`config.mk`:
```
export PLATFORM = sky130hd
export DESIGN_NAME = vedic_mult_seq
export DESIGN_NICKNAME = d
export VERILOG_FILES = /design/src/rtl/vedic_pkg.sv /design/src/rtl/vedic_mult_seq_column_sum.sv /design/src/rtl/vedic_mult_seq.sv
export SDC_FILE = /design/constraint.sdc
export NUM_CORES = 1
export LEC_CHECK = 0
export CORE_ASPECT_RATIO = 1.2
export CORE_MARGIN = 5
export CORE_UTILIZATION = 55
export DETAILED_ROUTE_END_ITERATION = 16
export HOLD_SLACK_MARGIN = 0.02
export PLACE_DENSITY = 0.76
export SLEW_MARGIN = 40
export SYNTH_ARGS = -nofsm -noshare
export SYNTH_HDL_FRONTEND = slang
export SYNTH_HIERARCHICAL = 1
export SYNTH_SLANG_ARGS = --single-unit
```
`constraint.sdc`:
```
create_clock -name clk -period 33.2 [get_ports clk]
set_clock_uncertainty 0.1 [all_clocks]
set_input_delay 9.96 -clock clk [delete_from_list [all_inputs] [get_ports clk]]
set_output_delay 9.96 -clock clk [all_outputs]
set_load 0.005 [all_outputs]
```
`src/rtl/vedic_pkg.sv`:
```
// Shared types and helpers for the iterative Vedic multiplier.
package vedic_pkg;

  localparam int unsigned MAX_WIDTH = 32;

  typedef enum logic [1:0] {
    StIdle,
    StCalc,
    StDone
  } state_e;

  function automatic int unsigned col_w(input int unsigned width);
    return $clog2(2 * width) + 1;
  endfunction

endpackage

```
`src/rtl/vedic_mult_seq_column_sum.sv`:
```
// Crosswise AND-sum for one product column: popcount of a[i] & b[j] over i + j == col.
module vedic_column_sum
  import vedic_pkg::*;
#(
  parameter int unsigned WIDTH = 4,
  localparam int unsigned COL_W = col_w(WIDTH)
) (
  input  logic [WIDTH-1:0] a_i,
  input  logic [WIDTH-1:0] b_i,
  input  logic [COL_W-1:0] col_i,
  output logic [COL_W-1:0] sum_o
);

  always_comb begin
    sum_o = '0;
    for (int unsigned i = 0; i < WIDTH; i++) begin
      for (int unsigned j = 0; j < WIDTH; j++) begin
        if (i + j == 32'(col_i)) begin
          sum_o = sum_o + COL_W'(a_i[i] & b_i[j]);
        end
      end
    end
  end

endmodule

```
`src/rtl/vedic_mult_seq.sv`:
```
// Iterative Urdhva-Tiryagbhyam multiplier, one product column per clock.
// Define VEDIC_MULT_SIGNED_EN to add the signed_i two's-complement mode.
module vedic_mult_seq
  import vedic_pkg::*;
#(
  parameter int unsigned WIDTH = 4,
  localparam int unsigned PROD_W = 2 * WIDTH,
  localparam int unsigned COL_W = col_w(WIDTH)
) (
  input  logic              clk,
  input  logic              rst_n,
  input  logic              in_valid,
  output logic              in_ready,
  input  logic [WIDTH-1:0]  a_i,
  input  logic [WIDTH-1:0]  b_i,
`ifdef VEDIC_MULT_SIGNED_EN
  input  logic              signed_i,
`endif
  output logic              out_valid,
  input  logic              out_ready,
  output logic [PROD_W-1:0] p_o,
  output logic              busy_o
);

  localparam logic [COL_W-1:0] LastCol = COL_W'(PROD_W - 2);

  state_e            state_q, state_d;
  logic [WIDTH-1:0]  a_q, a_d, b_q, b_d;
  logic [COL_W-1:0]  col_q, col_d, carry_q, carry_d;
  logic [COL_W-1:0]  col_sum, s;
  logic [PROD_W-1:0] p_q, p_d;
  logic              accept, last;
`ifdef VEDIC_MULT_SIGNED_EN
  logic              neg_q, neg_d;
`endif

  vedic_column_sum #(
    .WIDTH(WIDTH)
  ) u_column_sum (
    .a_i  (a_q),
    .b_i  (b_q),
    .col_i(col_q),
    .sum_o(col_sum)
  );

  assign s    = col_sum + carry_q;
  assign last = (col_q == LastCol);

  always_comb begin
    state_d  = state_q;
    a_d      = a_q;
    b_d      = b_q;
    col_d    = col_q;
    carry_d  = carry_q;
    p_d      = p_q;
`ifdef VEDIC_MULT_SIGNED_EN
    neg_d    = neg_q;
`endif
    in_ready = (state_q == StIdle) || ((state_q == StDone) && out_ready);
    accept   = in_valid && in_ready;

    unique case (state_q)
      StIdle: if (accept) state_d = StCalc;
      StCalc: begin
        // The last column also owns the top product bit, taken from s[1].
        for (int unsigned n = 0; n < PROD_W; n++) begin
          if (n == 32'(col_q)) p_d[n] = s[0];
          else if (last && (n == 32'(col_q) + 32'd1)) p_d[n] = s[1];
        end
        carry_d = s >> 1;
        col_d   = col_q + 1'b1;
        if (last) begin
          state_d = StDone;
          col_d   = col_q;
`ifdef VEDIC_MULT_SIGNED_EN
          if (neg_q) p_d = -p_d;
`endif
        end
      end
      StDone: if (out_ready) state_d = in_valid ? StCalc : StIdle;
      default: state_d = StIdle;
    endcase

    if (accept) begin
      carry_d = '0;
      p_d     = '0;
      col_d   = '0;
`ifdef VEDIC_MULT_SIGNED_EN
      // Magnitudes only; -2^(WIDTH-1) negates to itself, which is its unsigned magnitude.
      a_d     = (signed_i && a_i[WIDTH-1]) ? -a_i : a_i;
      b_d     = (signed_i && b_i[WIDTH-1]) ? -b_i : b_i;
      neg_d   = signed_i && (a_i[WIDTH-1] ^ b_i[WIDTH-1]);
`else
      a_d     = a_i;
      b_d     = b_i;
`endif
    end
  end

  always_ff @(posedge clk) begin
    if (!rst_n) begin
      state_q <= StIdle;
      a_q     <= '0;
      b_q     <= '0;
      col_q   <= '0;
      carry_q <= '0;
      p_q     <= '0;
`ifdef VEDIC_MULT_SIGNED_EN
      neg_q   <= 1'b0;
`endif
    end else begin
      state_q <= state_d;
      a_q     <= a_d;
      b_q     <= b_d;
      col_q   <= col_d;
      carry_q <= carry_d;
      p_q     <= p_d;
`ifdef VEDIC_MULT_SIGNED_EN
      neg_q   <= neg_d;
`endif
    end
  end

  assign out_valid = (state_q == StDone);
  assign busy_o    = (state_q == StCalc);
  assign p_o       = p_q;

endmodule

```
Word-level counts from Yosys, hierarchy flattened
Index checks and enable logic that the tools add are counted.

word-level totals
  flip-flop bits (word level) = 25
  logic and storage cells = 139
  output and inout port bits = 11
  bits of input ports = 12

cells by class
  reductions and logical operators = 33
  add/subtract/negate cells = 18
  equality and inequality tests = 20
  bitwise logic cells = 18
  multiplexer cells = 37

operators by type and width
  operator             count
  $eq 3x32->1 const A  3
  $eq 2x32->1 const A  2
  $mux 4               16
  $add 4x4->4          15
  $eq 1x32->1 const A  1
  $logic_not 32->1     1
  $reduce_and 2->1     9
  $mux 1               17
  $and 1x1->1          16
  $eq 3x4->1 const A   4
  $reduce_bool 2->1    8
  $logic_and 1x1->1    10
  $eq 2x4->1 const A   2
  $mux 2               3
  $pmux 2 s3           1
  $add 4x1->5 const B  1
  $eq 3x5->1 const A   1
  $add 4x1->4 const B  1
  $add 4x3->4          1
  $eq 1x4->1 const A   1
  $eq 4x3->1 const B   1
  $logic_not 4->1      1
  $ne 2x1->1 const B   2
  $reduce_and 3->1     1
  other kinds (7)      8

Logic depth before layout (Yosys ltp)
  depth in word-level cells = 35
  mapped depth = 57
  gate-level depth less buffers = 55

Modules after synthesis
Netlist, hierarchy kept.

by module, submodules not included
  module            cells each  times used  area an instance (sq um)  seq. area each (sq um)
  vedic_column_sum  197         1           1557.7                    0.0
  vedic_mult_seq    156         1           1415.1                    500.5

Least setup slack after synthesis
No wires, ideal clock.

  kind = input to output
  from = input port out_ready
  to = output port in_ready
  stages on the path = 2
  setup slack = 12.989 ns
  arrival = 10.151 ns
  data required time = 23.140 ns
  path buffers = 0
  cell sequence = inv_1 a21oi_1

on the way
  longest elaborated chain between the ends = 2

ends and longest elaborated chain
  what               line                  text
  start, declared    vedic_mult_seq.sv:20  input logic out_ready,
  $logic_and 1x1->1  vedic_mult_seq.sv:59  in_ready = (state_q == StIdle) || ((state_q == StDone) && out_ready);
  $logic_or 1x1->1   vedic_mult_seq.sv:59
  end, declared      vedic_mult_seq.sv:13  output logic in_ready,

No other way between the ends.

Worst setup path in the final report
Same ends and word-level chain as after synthesis.

==> results by group <==
Final layout
  • Footprint of the multi-input gates: 2310 sq um
  • Area delta synth->final: 8.59%
  • Final-layout fill cell count: 466
  • Nets@finish: 414
  • Layout cells sized above 1: 10.8%
  • N_diodes: 0
  • Sequential Area: 500 sq um
  • Post-route cell area: 3230 sq um

Timing
  • Final period util: 63.9%
  • Worst Max-Slew Pin Slew: 676 ps
  • RSZ-0062 raised after global routing: false
  • Hold Fails Final Rpt: 0
  • Setup TNS: 0 ps
  • Max-slew violation count: 0
  • Setup violations, final: 0
  • Worst slew margin: 54.7%
  • Max Clk Rate: 47.2 MHz
  • Tmin final: 21200 ps

Clock network
  • Clock latency on the worst-skew pair: 280 ps
  • Clock Tree Root: clkbuf_8
  • Clock buffers created by TritonCTS: 3
  • Hold bufs inserted after CTS: 0
  • Setup Buffers After CTS: 0
  • Reg clk slew, reported paths: 90 ps
  • Htree depth: 1
  • CTS sink count: 25
  • Clk buf depth: 2
  • CTS tree: yes
  • Resized cells post-CTS: 0

Synthesis
  • Syn Nets: 404
  • Seq/Total Area, Yosys: 16.8%
  • EDFF count, synth: 0
  • Ys async rst share: 0%
  • Post-synth top flop: dfxtp_1
  • Largest cells by area after synthesis: dfxtp_1, ha_1, mux2i_1
  • Yosys cell types: 67
  • Synth top area share: 16.8%
  • Synthesized area: 2970 sq um
  • Post-Syn Instances: 353
  • Synth top cells by count: nand2_1, ha_1, dfxtp_1, a21oi_1, nor2_1
  • Yosys warns: 6
  • #FFs+latches synth: 25
  • Cell taking the most area after synthesis: dfxtp_1
  • Top-count cell post-synth: nand2_1
  • Mean post-synth cell area: 8.42 sq um

Setup path
  • Crit. End Element: output pin
  • R2r startpoint: col_q[2]
  • R2R cell count: 52
  • Worst-path fanout max: 3
  • Max incr delay on CP: 520 ps
  • Worst path cell trace: clkdlybuf4s50_1 -> inv_1 -> a21oi_1 -> clkdlybuf4s50_1
  • RR Endpoint: p_o[4]
  • CP Class: primary input to output pin
  • CP arrival: 11140 ps
  • FF-to-FF setup slack: 21470 ps
  • CP Buf/Inv Count: 3
  • Worst EP required: 23140 ps
  • Critical Path Slowest Stage Cell: clkdlybuf4s50_1
  • Most frequent CP cell: clkdlybuf4s50_1
  • Setup crit start kind: primary input
  • Critical path's top delay family: buffers and inverters

Worst hold path
  • Hold-critical path depth: 2
  • Min-delay src: carry_q[2]
  • Worst Hold Class: register to register
  • WHS Endpoint: carry_q[2]

Drt
  • Initial DRT Pass Iterations: 4
  • DR vias/cell: 6.10
  • First DRT Iteration DRCs: 133
  • Antenna viol nets, final: 0
  • Final WL: 6810 microns
  • Drc violations: 0
  • Vias: 2585
  • Avg WL per Cell: 16.0 microns

Run status
  • Status: finished clean

Placement
  • Gp weighted congestion: 0.849
  • PortBufs: 22
  • DP Wirelength: 5190 microns
  • Post-DP Area: 3180 sq um

Floorplanning
  • Initial Utilization: 56.5%
  • Core area: 5260 sq um
  • Row cnt: 29
  • Die width: 77.1 microns
  • Die Y: 90.5 microns
  • I/O Pins: 23
  • Die ar.: 6980 sq um

GRT
  • GRT Util Overall: 19.4%
  • Vias in the first global route: 2492
  • First-pass GRT wire length: 11600 microns
  • Gr ovfl total: 0
  • Initial antenna violation count: 0
  • Largest net degree at the start of global routing: 31

Pwr
  • PD cells: 20.7 nW/um^2
  • VDD IR max: 0.0259 mV
  • Leakage: 1.43 nW

Job
  • MaxCap Viol Count: 0
## cell type report
type                            count  share of cell area (%)
Tap cell                           62                    2.40
Clock inverter                      1                   0.233
Inverter                           12                    1.40
Sequential cell                    25                    15.5
Clock buffer                        3                    1.28
Timing Repair Buffer               26                    7.75
Multi-Input combinational cell    295                    71.4
## cell families after synthesis
logic type	after synthesis	synth area share, %
flops	25	16.8
xor+xnor	8	2.36
mux	27	9.60
compound gates	76	19.7
simple gates	145	28.8
fa+ha+maj	39	16.7
buf+inv	33	6.02
## worst min-delay path: stages (launching register included)
cell     delay [ps]
dfxtp_1         320
nand2_1          50
a21oi_1          50
## stage by stage
step | total power, mW | hold WS [ps] | instances | util (%) | worst slack, ps
6_report | 0.0669 | 361 | 424 | 61.4 | 12000
5_1_grt | 0.0705 | 403 | 424 | 61.4 | 11930
4_1_cts | 0.0674 | 369 | 424 | 61.4 | 11990
3_5_place_dp | 0.0487 | 356 | 420 | 60.4 | 12000
3_3_place_gp | 0.0482 | 347 | 420 | 60.3 | 12020
2_1_floorplan | 0.0441 | 336 | 353 | - | 12990
## worst max-delay path by stage
stage | startpoint | slack, ps | to | cells after the start
2_1_floorplan | out_ready | 12990 | in_ready | 2
3_3_place_gp | out_ready | 12020 | in_ready | 4
3_5_place_dp | out_ready | 12000 | in_ready | 4
4_1_cts | out_ready | 11990 | in_ready | 4
5_1_grt | out_ready | 11930 | in_ready | 4
6_report | out_ready | 12000 | in_ready | 4
## placed cells by master (no fill, tap or decap), types with 5 or more instances in the layout
cell type,netlist,layout
nand2b_1,6,6
nand3b_1,5,5
nand4_1,6,6
dfxtp_1,25,25
nor2b_1,10,10
and2_1,20,20
nand3_1,13,13
mux2_2,5,5
ha_1,38,38
nor2_1,21,21
inv_1,11,11
mux2i_1,20,20
clkdlybuf4s50_1,0,22
nand2_1,39,39
xnor2_1,8,8
a21oi_1,22,22
## power breakdown
| part | internal [mW] | switching, mW |
|---|---|---|
| Clock | 0.00853 | 0.0102 |
| Combinational | 0.00728 | 0.00868 |
| Sequential | 0.0310 | 0.00115 |
## sequential cells by signal, summed over array words and instances, names as in the netlist
signal / cells
b_q: 4
a_q: 4
col_q: 4
p_o: 8
carry_q: 3
state_q: 2
## layer usage
layer	track usage (%)	vias up	part of all wire, %
met3	1.30	9	2.8
met1	24.3	1214	45
met5	0	-	0
met2	35.1	54	51
met4	5.59	0	1.5
li1	-	1308	-
Note: power is estimated with default switching activity, not from simulation.
==> RTL change: new RTL, same flow settings <==
Encoding of `state_e`: now one-hot (3 bits for 3 states).
--- a/src/rtl/vedic_pkg.sv
+++ b/src/rtl/vedic_pkg.sv
@@ -3,10 +3,10 @@
 
   localparam int unsigned MAX_WIDTH = 32;
 
-  typedef enum logic [1:0] {
-    StIdle,
-    StCalc,
-    StDone
+  typedef enum logic [2:0] {
+    StIdle = 3'b001,
+    StCalc = 3'b010,
+    StDone = 3'b100
   } state_e;
 
   function automatic int unsigned col_w(input int unsigned width);
Formal check against the unedited RTL: same outputs for any inputs over 10 cycles, from zero or initial values and one cycle with rst_n low; not proved beyond that.
==> RTL change against the original RTL <==
Wire length grew 3.1%; sequential cell count increased by 1; critical path depth unchanged; total power grew 6.7%; synthesized area grew 6.6%; setup slack got worse by 0.11 ns; count of clock-buffer cells in the layout unchanged; via count up 5.8%; cell count grew 6.4%; sequential share of layout area decreased by 0.35 points; design area grew 6.4%; hold slack gained 0.029 ns; critical endpoint unchanged; highest routed layer unchanged.
==> RTL change: results (changes against the original RTL) <==
| Metric | Value |
|---|---|
| Status | `completed` |
| Synth Area in XOR/XNOR | `1.93% (-0.42 points)` |
| Post-detail-place hpwl | `5310 um (+2.3%)` |
| Asr flop ratio synth | `0% (unchanged)` |
| WP data arrival | `11.25 ns (+0.11 ns)` |
| Placement Setup Slack | `11.89 ns (-0.106 ns)` |
| Max stage delay on crit path | `0.51 ns` |
| CP delay by family, top | `buffers and inverters` |
| Ant diodes | `0 (unchanged)` |
| Share of layout cells above drive strength 1 | `11.1% (+0.34 points)` |
| Clk Latency, worst-skew pair | `0.28 ns (about the same)` |
| PostCTS Resize Cnt | `0 (unchanged)` |
| Syn Nets | `429 (+6.2%)` |
| Yosys warns | `6 (unchanged)` |
| Hold Crit Class | `flop to flop` |
| Sequential area share after synthesis | `16.4% (-0.41 points)` |
| Commonest cells in the netlist | `ha_1, nand2_1, dfxtp_1` |
| Post-synthesis mux area share | `8.76% (-0.83 points)` |
| Clock transition at the registers of the reported paths | `0.09 ns (about the same)` |
| Area leader, netlist | `dfxtp_1` |
| Vias in the first global route | `2,776 (+11%)` |
| Max Buffers Root-to-Sink | `2 (unchanged)` |
| Vias | `2,735 (+5.8%)` |
| Root buffer cell | `clkbuf_8` |
| Max stage delay cell, worst path | `clkdlybuf4s50_1` |
| Adder-cell area share of the yosys netlist | `15.6% (-1.0 points)` |
| Fill cell count | `504 (+8.2%)` |
| Max FFs per register | `8 (unchanged)` |
| LEAKAGE | `1.51 nW (+5.9%)` |
| Netlist cell types | `78 (+16%)` |
| # H-tree levels | `1 (unchanged)` |
| Placed Area | `3360 um2 (+5.8%)` |
| Worst-Margin Slew | `0.658 ns (-0.0184 ns)` |
| Peak supply drop | `0.0291 mV (+12%)` |
| Routed length per instance | `15.6 um (-3.0%)` |
| Port Buffers | `22 (unchanged)` |
| Post-synthesis compound-gate area fraction | `19.6% (-0.12 points)` |
| Post-CTS setup buffer count | `0 (unchanged)` |
| Switching Fraction | `24.2% (-5.8 points)` |
| Highest net fanout along the worst path | `2 (-1)` |
| Largest net degree at the start of global routing | `31 (unchanged)` |
| Num CTS Buffers | `3 (unchanged)` |
| Antenna Nets Post-Route | `0 (unchanged)` |
| Top cells by area, synth | `dfxtp_1, ha_1, mux2i_1, and2_1, nand2_1` |
| Initial antenna violation count | `0 (unchanged)` |
| Tot GR Track Use | `20.0% (+0.60 points)` |
| Layout Nets | `439 (+6.0%)` |
| Pre-Repair DR Iteration Count | `4 (unchanged)` |
| First-pass GRT wire length | `12,200 um (+6.0%)` |
| GPL Wtd Cong | `0.848 (about the same)` |
| Initial DRC Count | `118 (-11%)` |
-- RTL change: cell count changes after synthesis, sizes merged, moves of 4 or more --
| cell | unedited run | this run |
|---|---|---|
| o21ai | 6 | 10 |
| nor3b | 6 | 13 |
| inv | 12 | 16 |
| nor4 | 0 | 4 |
| nand2 | 40 | 34 |
| o21bai | 0 | 4 |
-- RTL change: layer usage --
layer / up-vias / track usage [%] / part of all wire, %
li1: 1394 / - / -
met1: 1285 / 24.1 / 45
met2: 45 / 37.1 / 51
met3: 11 / 1.54 / 2.6
met4: 0 / 6.02 / 1.5
met5: - / 0 / 0
-- RTL change: worst min-delay path, stage by stage (launching register included) --
cell,delay [ns]
dfxtp_1,0.34
nand2_1,0.06
a21oi_1,0.05
-- RTL change: per-stage QoR --
| stage | hold slack [ns] | utilization, % | std cells |
|---|---|---|---|
| after global routing | 0.414 | 61.0 | 451 |
| after CTS | 0.384 | 61.0 | 451 |
| final | 0.390 | 61.0 | 451 |
| after detailed placement | 0.366 | 59.8 | 447 |
| after floorplan | 0.349 | - | 378 |
| after global placement | 0.366 | 59.8 | 447 |
-- RTL change: layout make-up --
class,count,area (um2),area share (%)
multi-input cells,315,2450,71.4
flip-flops and latches,26,520,15.1
clock inverters,1,30.0,0.874
clock buffers,3,41.3,1.20
repair buffers,26,250,7.28
well taps,64,80.1,2.33
inverters,16,60.1,1.75
-- RTL change: logic make-up (layout without fill, tap and decap cells) --
| kind of cell | count (synthesis) | in the layout |
|---|---|---|
| mux | 26 | 26 |
| flops | 26 | 26 |
| buf+inv | 37 | 46 |
| compound gates | 81 | 81 |
| fa+ha+maj | 39 | 39 |
| simple gates | 162 | 162 |
| xor+xnor | 7 | 7 |
-- RTL change: worst paths after layout --
kind                                  from          to  cells past startpoint  slack [ns]
worst min register to register  carry_q[1]  carry_q[1]                      2        0.39
worst max register to register    col_q[1]      p_o[7]                     53       21.49
worst max-delay path             out_ready    in_ready                      4       11.89
worst min-delay path            carry_q[1]  carry_q[1]                      2        0.39
-- RTL change: power by group through the flow --
stage                     clock (mW)  combinational [mW]  sequential, mW
after CTS                     0.0275              0.0111          0.0336
after global placement             0              0.0109          0.0343
after floorplan                    0             0.00762          0.0339
final                         0.0268              0.0110          0.0336
after detailed placement           0              0.0111          0.0343
after global routing          0.0289              0.0122          0.0339
